## src/rtl/alu_pkg.sv

```systemverilog
// Shared constants for the ALU control stage: instruction classes, ALU operation
// codes (including the M-type ops) and the sequencer FSM state type.
package alu_pkg;

    localparam logic [2:0] OPC_R   = 3'b000;
    localparam logic [2:0] OPC_I   = 3'b001;
    localparam logic [2:0] OPC_S   = 3'b010;
    localparam logic [2:0] OPC_L   = 3'b011;
    localparam logic [2:0] OPC_B   = 3'b100;
    localparam logic [2:0] OPC_J   = 3'b101;
    localparam logic [2:0] OPC_M   = 3'b110;
    localparam logic [2:0] OPC_ILL = 3'b111;

    localparam int ALUOP_BASE_W = 5;

    localparam logic [4:0] ALUOP_AND  = 5'b00000;
    localparam logic [4:0] ALUOP_OR   = 5'b00001;
    localparam logic [4:0] ALUOP_ADD  = 5'b00010;
    localparam logic [4:0] ALUOP_SLT  = 5'b00011;
    localparam logic [4:0] ALUOP_XOR  = 5'b00100;
    localparam logic [4:0] ALUOP_SLTU = 5'b00101;
    localparam logic [4:0] ALUOP_SRL  = 5'b00110;
    localparam logic [4:0] ALUOP_SLL  = 5'b00111;
    localparam logic [4:0] ALUOP_SRA  = 5'b01000;
    localparam logic [4:0] ALUOP_MUL  = 5'b01001;
    localparam logic [4:0] ALUOP_MULH = 5'b01010;
    localparam logic [4:0] ALUOP_DIV  = 5'b01011;
    localparam logic [4:0] ALUOP_REM  = 5'b01100;
    localparam logic [4:0] ALUOP_SUB  = 5'b10010;
    localparam logic [4:0] ALUOP_NONE = 5'b00000;

    typedef enum logic [1:0] {
        ST_IDLE = 2'd0,
        ST_BUSY = 2'd1,
        ST_RESP = 2'd2
    } state_e;

endpackage

```

## src/rtl/alu_op_decode.sv

```systemverilog
// Purely combinational decode of opcode/fun3/fun7 into the ALU operation code,
// an illegal-encoding flag and the multiply/divide class of M-type operations.
module alu_op_decode #(
    parameter int ALUOP_W = 5
) (
    input  logic [2:0]         opcode_i,
    input  logic [2:0]         fun3_i,
    input  logic               fun7_i,
    output logic [ALUOP_W-1:0] aluop_o,
    output logic               illegal_o,
    output logic               is_mul_o,
    output logic               is_div_o
);
    import alu_pkg::*;

    logic [ALUOP_BASE_W-1:0] op5;

    // I-type shares the R-type table but ignores fun7, so 000 is always ADD and 111 always SRL.
    always_comb begin
        op5       = ALUOP_NONE;
        illegal_o = 1'b0;
        is_mul_o  = 1'b0;
        is_div_o  = 1'b0;
        case (opcode_i)
            OPC_R, OPC_I: begin
                case (fun3_i)
                    3'b000: op5 = (opcode_i == OPC_R && fun7_i) ? ALUOP_SUB : ALUOP_ADD;
                    3'b001: op5 = ALUOP_AND;
                    3'b010: op5 = ALUOP_OR;
                    3'b011: op5 = ALUOP_XOR;
                    3'b100: op5 = ALUOP_SLT;
                    3'b101: op5 = ALUOP_SLTU;
                    3'b110: op5 = ALUOP_SLL;
                    3'b111: op5 = (opcode_i == OPC_I || fun7_i) ? ALUOP_SRL : ALUOP_SRA;
                endcase
            end
            OPC_S: op5 = ALUOP_OR;
            OPC_L, OPC_B, OPC_J: op5 = ALUOP_ADD;
            OPC_M: begin
                case (fun3_i)
                    3'b000: begin op5 = ALUOP_MUL;  is_mul_o = 1'b1; end
                    3'b001: begin op5 = ALUOP_MULH; is_mul_o = 1'b1; end
                    3'b100: begin op5 = ALUOP_DIV;  is_div_o = 1'b1; end
                    3'b110: begin op5 = ALUOP_REM;  is_div_o = 1'b1; end
                    default: illegal_o = 1'b1;
                endcase
            end
            default: illegal_o = 1'b1;
        endcase
    end

    assign aluop_o = ALUOP_W'(op5);

endmodule

```

## src/rtl/alu_op_sequencer.sv

```systemverilog
// ALU control stage: registers the decoded ALU op behind valid/ready handshakes and
// holds M-type ops for MUL_LAT/DIV_LAT cycles. Optional perf counters: ALUCTL_PERF_EN.
module alu_op_sequencer #(
    parameter int  ALUOP_W = 5,
    parameter int  MUL_LAT = 4,
    parameter int  DIV_LAT = 16,
    localparam int CNT_W   = $clog2((MUL_LAT > DIV_LAT) ? MUL_LAT : DIV_LAT) + 1
) (
    input  logic               clk_i,
    input  logic               rst_i,
    input  logic               req_valid_i,
    output logic               req_ready_o,
    input  logic [2:0]         opcode_i,
    input  logic [2:0]         fun3_i,
    input  logic               fun7_i,
    output logic [ALUOP_W-1:0] aluop_o,
    output logic               alu_start_o,
    output logic               rsp_valid_o,
    input  logic               rsp_ready_i,
    output logic               illegal_o
`ifdef ALUCTL_PERF_EN
    ,
    output logic [31:0]        perf_ops_o,
    output logic [31:0]        perf_stall_o
`endif
);
    import alu_pkg::*;

    // A latency below 2 would let the BUSY countdown wrap past zero.
    generate
        if (ALUOP_W < ALUOP_BASE_W) begin : g_chk_aluop_w
            $error("alu_op_sequencer: ALUOP_W must be at least 5");
        end
        if (MUL_LAT < 2 || DIV_LAT < 2) begin : g_chk_lat
            $error("alu_op_sequencer: MUL_LAT and DIV_LAT must be at least 2");
        end
    endgenerate

    localparam logic [CNT_W-1:0] MUL_LOAD = CNT_W'(MUL_LAT - 1);
    localparam logic [CNT_W-1:0] DIV_LOAD = CNT_W'(DIV_LAT - 1);

    logic [ALUOP_W-1:0] decAluop;
    logic               decIllegal;
    logic               decIsMul;
    logic               decIsDiv;

    state_e             state_q;
    logic [CNT_W-1:0]   cnt_q;
    logic [ALUOP_W-1:0] aluop_q;
    logic               illegal_q;
    logic               rspValid_q;
    logic               aluStart_q;

    logic               accept;
    logic [CNT_W-1:0]   latLoad_d;

    alu_op_decode #(
        .ALUOP_W (ALUOP_W)
    ) u_decode (
        .opcode_i  (opcode_i),
        .fun3_i    (fun3_i),
        .fun7_i    (fun7_i),
        .aluop_o   (decAluop),
        .illegal_o (decIllegal),
        .is_mul_o  (decIsMul),
        .is_div_o  (decIsDiv)
    );

    // In RESP the consumer's ready passes straight through so a new op can follow without a bubble.
    always_comb begin
        case (state_q)
            ST_IDLE: req_ready_o = 1'b1;
            ST_RESP: req_ready_o = rsp_ready_i;
            default: req_ready_o = 1'b0;
        endcase
    end

    assign accept    = req_valid_i && req_ready_o;
    assign latLoad_d = decIsDiv ? DIV_LOAD : MUL_LOAD;

    always_ff @(posedge clk_i) begin
        if (rst_i) begin
            state_q    <= ST_IDLE;
            cnt_q      <= '0;
            aluop_q    <= '0;
            illegal_q  <= 1'b0;
            rspValid_q <= 1'b0;
            aluStart_q <= 1'b0;
        end else begin
            aluStart_q <= 1'b0;
            if (accept) begin
                aluop_q   <= decAluop;
                illegal_q <= decIllegal;
                if (decIsMul || decIsDiv) begin
                    state_q    <= ST_BUSY;
                    cnt_q      <= latLoad_d;
                    aluStart_q <= 1'b1;
                    rspValid_q <= 1'b0;
                end else begin
                    state_q    <= ST_RESP;
                    rspValid_q <= 1'b1;
                end
            end else begin
                case (state_q)
                    ST_BUSY: begin
                        cnt_q <= cnt_q - CNT_W'(1);
                        if (cnt_q == CNT_W'(1)) begin
                            state_q    <= ST_RESP;
                            rspValid_q <= 1'b1;
                        end
                    end
                    ST_RESP: begin
                        if (rsp_ready_i) begin
                            state_q    <= ST_IDLE;
                            rspValid_q <= 1'b0;
                        end
                    end
                    default: ;
                endcase
            end
        end
    end

    assign aluop_o     = aluop_q;
    assign illegal_o   = illegal_q;
    assign rsp_valid_o = rspValid_q;
    assign alu_start_o = aluStart_q;

`ifdef ALUCTL_PERF_EN
    logic [31:0] perfOps_q;
    logic [31:0] perfStall_q;
    logic [31:0] perfOps_d;
    logic [31:0] perfStall_d;

    // Both counters stick at all-ones rather than wrapping.
    always_comb begin
        perfOps_d   = perfOps_q;
        perfStall_d = perfStall_q;
        if (rspValid_q && rsp_ready_i && perfOps_q != '1) begin
            perfOps_d = perfOps_q + 32'd1;
        end
        if (rspValid_q && !rsp_ready_i && perfStall_q != '1) begin
            perfStall_d = perfStall_q + 32'd1;
        end
    end

    always_ff @(posedge clk_i) begin
        if (rst_i) begin
            perfOps_q   <= '0;
            perfStall_q <= '0;
        end else begin
            perfOps_q   <= perfOps_d;
            perfStall_q <= perfStall_d;
        end
    end

    assign perf_ops_o   = perfOps_q;
    assign perf_stall_o = perfStall_q;
`endif

endmodule

```

## config.mk

```make
export PLATFORM = sky130hd
export DESIGN_NAME = alu_op_sequencer
export DESIGN_NICKNAME = d
export VERILOG_FILES = /design/src/rtl/alu_pkg.sv /design/src/rtl/alu_op_decode.sv /design/src/rtl/alu_op_sequencer.sv
export SDC_FILE = /design/constraint.sdc
export NUM_CORES = 1
export LEC_CHECK = 0
export ABC_AREA = 1
export BUFFER_PORTS_ARGS = -buffer_cell sky130_fd_sc_hd__clkbuf_2
export CAP_MARGIN = 5
export CORE_ASPECT_RATIO = 0.9
export CORE_UTILIZATION = 57
export CTS_CLUSTER_DIAMETER = 50
export DETAILED_ROUTE_END_ITERATION = 6
export HOLD_SLACK_MARGIN = 0.12
export PLACE_DENSITY = 0.83
export REMOVE_ABC_BUFFERS = 1
export SYNTH_ARGS = -nofsm -noshare
export SYNTH_HDL_FRONTEND = slang
export SYNTH_HIERARCHICAL = 1
export SYNTH_SLANG_ARGS = --single-unit
```

## constraint.sdc

```tcl
create_clock -name clk_i -period 2.1 [get_ports clk_i]
set_clock_uncertainty 0.2 [all_clocks]
set_input_delay 0.42 -clock clk_i [delete_from_list [all_inputs] [get_ports clk_i]]
set_output_delay 0.42 -clock clk_i [all_outputs]
set_load 0.1 [all_outputs]
```

==> run metrics <==
max-slew violation count=0; Post-CTS Setup Repair Bufs=0; EDFF count, synth=0; largest net degree at the start of global routing=11; hold buffer count at CTS=0; Reg power frac=between 30% and 40%; synthesized area per cell=between 6 and 7 um^2; worst setup path end=rsp_valid_o; CTS tree=done; Clock Sink Count=14; ys async rst share=0%; drt first pass iters=4; Setup CP Type=reg -> out; Top delay family on crit path=buffers and inverters; most frequent cells in the layout=nand2_1 (50), nor2_1 (23), inv_1 (22); commonest non-fill, non-tap cell in the layout=nand2_1; Die X=between 40 and 50 um; CTS resizes=0; DRT iter0 DRCs=49; Area Growth Syn to Fin=17.6%; CP Data Required Time=around 1.5 ns; Wirelength per Cell=about 10 um; PwrDens=about 840 nW/um^2; CP Cell Sequence=clkbuf_2; CP Data Arrival Time=1.26 ns; Hold WC Path Type=in -> reg; clk slew on worst S/H paths=0.09 ns; Buffers & Inverters on Critical Path=1; Detail Route Antenna Nets=0; Fmax=between 500 and 600 MHz; Mapped Cells=~160; NumNets Final=193; net switching power=between 0.0004 and 0.0005 W; vias in the first global route=roughly 800; RD Place Congestion=around 0.85; total grt overflow=0; Period minus WS final=1.88 ns; root buffer cell=clkbuf_4; Rows=13; Num CTS Buffers=3; CP max stage delay=roughly 0.50 ns; Leak=approximately 0.6 nW; share of power burned in the clock network=21.6%; sequential fraction of the synthesis area=29.6%; Worst Tran Pin Value=about 0.54 ns; diode count=0; reg2reg end=cnt_q[2]; Critical R2R Launch=cnt_q[0]; final hold violation count=0; synth warn=6; placed cell area=approximately 1100 um^2; worst setup path startpoint=rsp_valid_o; Clock Tree Buf Depth=2; logic gate share of total power=a little over two fifths; Cell Int Power=0.000522 W; via count=~1000; Reg2Reg Depth=8; Total Power=~0.00093 W; Chip Height=between 40 and 50 um; I/O pin total=20; Cell Count, Final, Fillers Out=about 200; Synth cell types=22; Die Area=1830 um^2; Final Cycle Share=between 80 and 90%; Buffers on Ports=19; WP depth=1; Rel. slew slack=between 60 and 70%; CP endpoint kind=primary output; Initial Util=63.3%; Peak supply drop=roughly 0.65 mV; gr usage total=a little over a quarter; Startpoint Class=register; Max-Cap Viols=0; DR vias/cell=around 5; DRC viols=0; reg-to-reg slack, setup=a little over 0.6 ns; DP HPWL=between 1500 and 2000 um; placed insts=between 150 and 200; Post-synth top flop=dfxtp_1; sw frac=a little over two fifths; final setup violation count=0; Synth Register Bits=14; H-tree levels=1; outcome=complete, no violations; Synth Cell Area=between 900 and 1000 um^2; RSZ-0062 raised after global routing=false; crit path max-delay cell type=clkbuf_2; setup TNS=0 ns; first-pass GRT wire length=around 3400 um; total wire length=2100 um; core footprint=around 1500 um^2; Worst-Skew Late Latency=around 0.29 ns; initial antenna violation count=0; worst-path fanout max=6; hold_ws=0.189 ns; layout cells sized above 1=roughly 21%; fin area=approximately 1100 um^2
==> layout make-up <==
cell class                      instances  area, um^2
Timing Repair Buffer                   19         110
Inverter                               26         103
Sequential cell                        14         280
Clock buffer                            4        36.3
Tap cell                               22        27.5
Fill cell                             129         383
Multi-Input combinational cell        116         557
==> routing by layer <==
metal | vias to the layer above | share of wire [%] | global-route usage (%)
li1 | 532 | - | -
met1 | 420 | 50 | 32.0
met2 | 35 | 43 | 45.7
met3 | 4 | 6.0 | 7.93
met4 | 0 | 1.1 | 9.09
met5 | - | 0 | 0
==> per-stage QoR <==
step	util, %	worst slack, ns
final	74.4	0.221
after global routing	74.4	0.171
after CTS	74.4	0.227
after detailed placement	72.0	0.204
after global placement	72.0	0.305
after floorplan	-	-0.195
==> synth_stat cells (2+ instances only) <==
cell / number / share of area [%]
a21oi_1: 7 / 3.7
inv_2: 3 / 1.2
o21ai_0: 3 / 1.6
nor2_4: 3 / 3.6
nand3b_1: 2 / 1.6
nand3_1: 14 / 7.4
dfxtp_1: 14 / 30
nand2_2: 3 / 2.0
nor2_1: 23 / 9.1
nor2_2: 2 / 1.3
nand2_1: 50 / 20
inv_1: 22 / 8.7
ha_1: 2 / 2.6
==> worst min-delay path by stage <==
stage	from	end	slack [ns]	cells after the start
floorplan	state_q[0]	state_q[0]	0.27	2
detailed placement	aluop_o[1]	aluop_o[1]	0.26	2
finish	rst_i	cnt_q[4]	0.19	2
global route	rst_i	cnt_q[4]	0.21	2
global placement	illegal_o	illegal_o	0.25	2
CTS	rst_i	cnt_q[4]	0.19	2
==> state kept, by name (all words and copies together), names as in the netlist <==
| signal | cells |
|---|---|
| cnt_q | 5 |
| aluop_o | 5 |
| rsp_valid_o | 1 |
| state_q | 1 |
| illegal_o | 1 |
| alu_start_o | 1 |
==> power by group through the flow <==
stage	registers (W)	clock network, W	logic [W]
floorplan	0.000391	0	0.000247
global placement	0.000325	0	0.000395
detailed placement	0.000327	0	0.000404
CTS	0.000321	0.000201	0.000406
global route	0.000326	0.000221	0.000448
finish	0.000322	0.000201	0.000408
==> cell families (layout without fill, tap and decap cells) <==
group | Yosys count | after routing | share of synthesized area [%]
buffers and inverters | 27 | 49 | 11.6
AND/OR/NAND/NOR | 101 | 101 | 48.5
AO/OA/AOI/OAI | 13 | 13 | 7.66
flip-flops | 14 | 14 | 29.6
adder cells (fa/ha/maj) | 2 | 2 | 2.64
No activity file was read; power rests on OpenSTA's default activity.
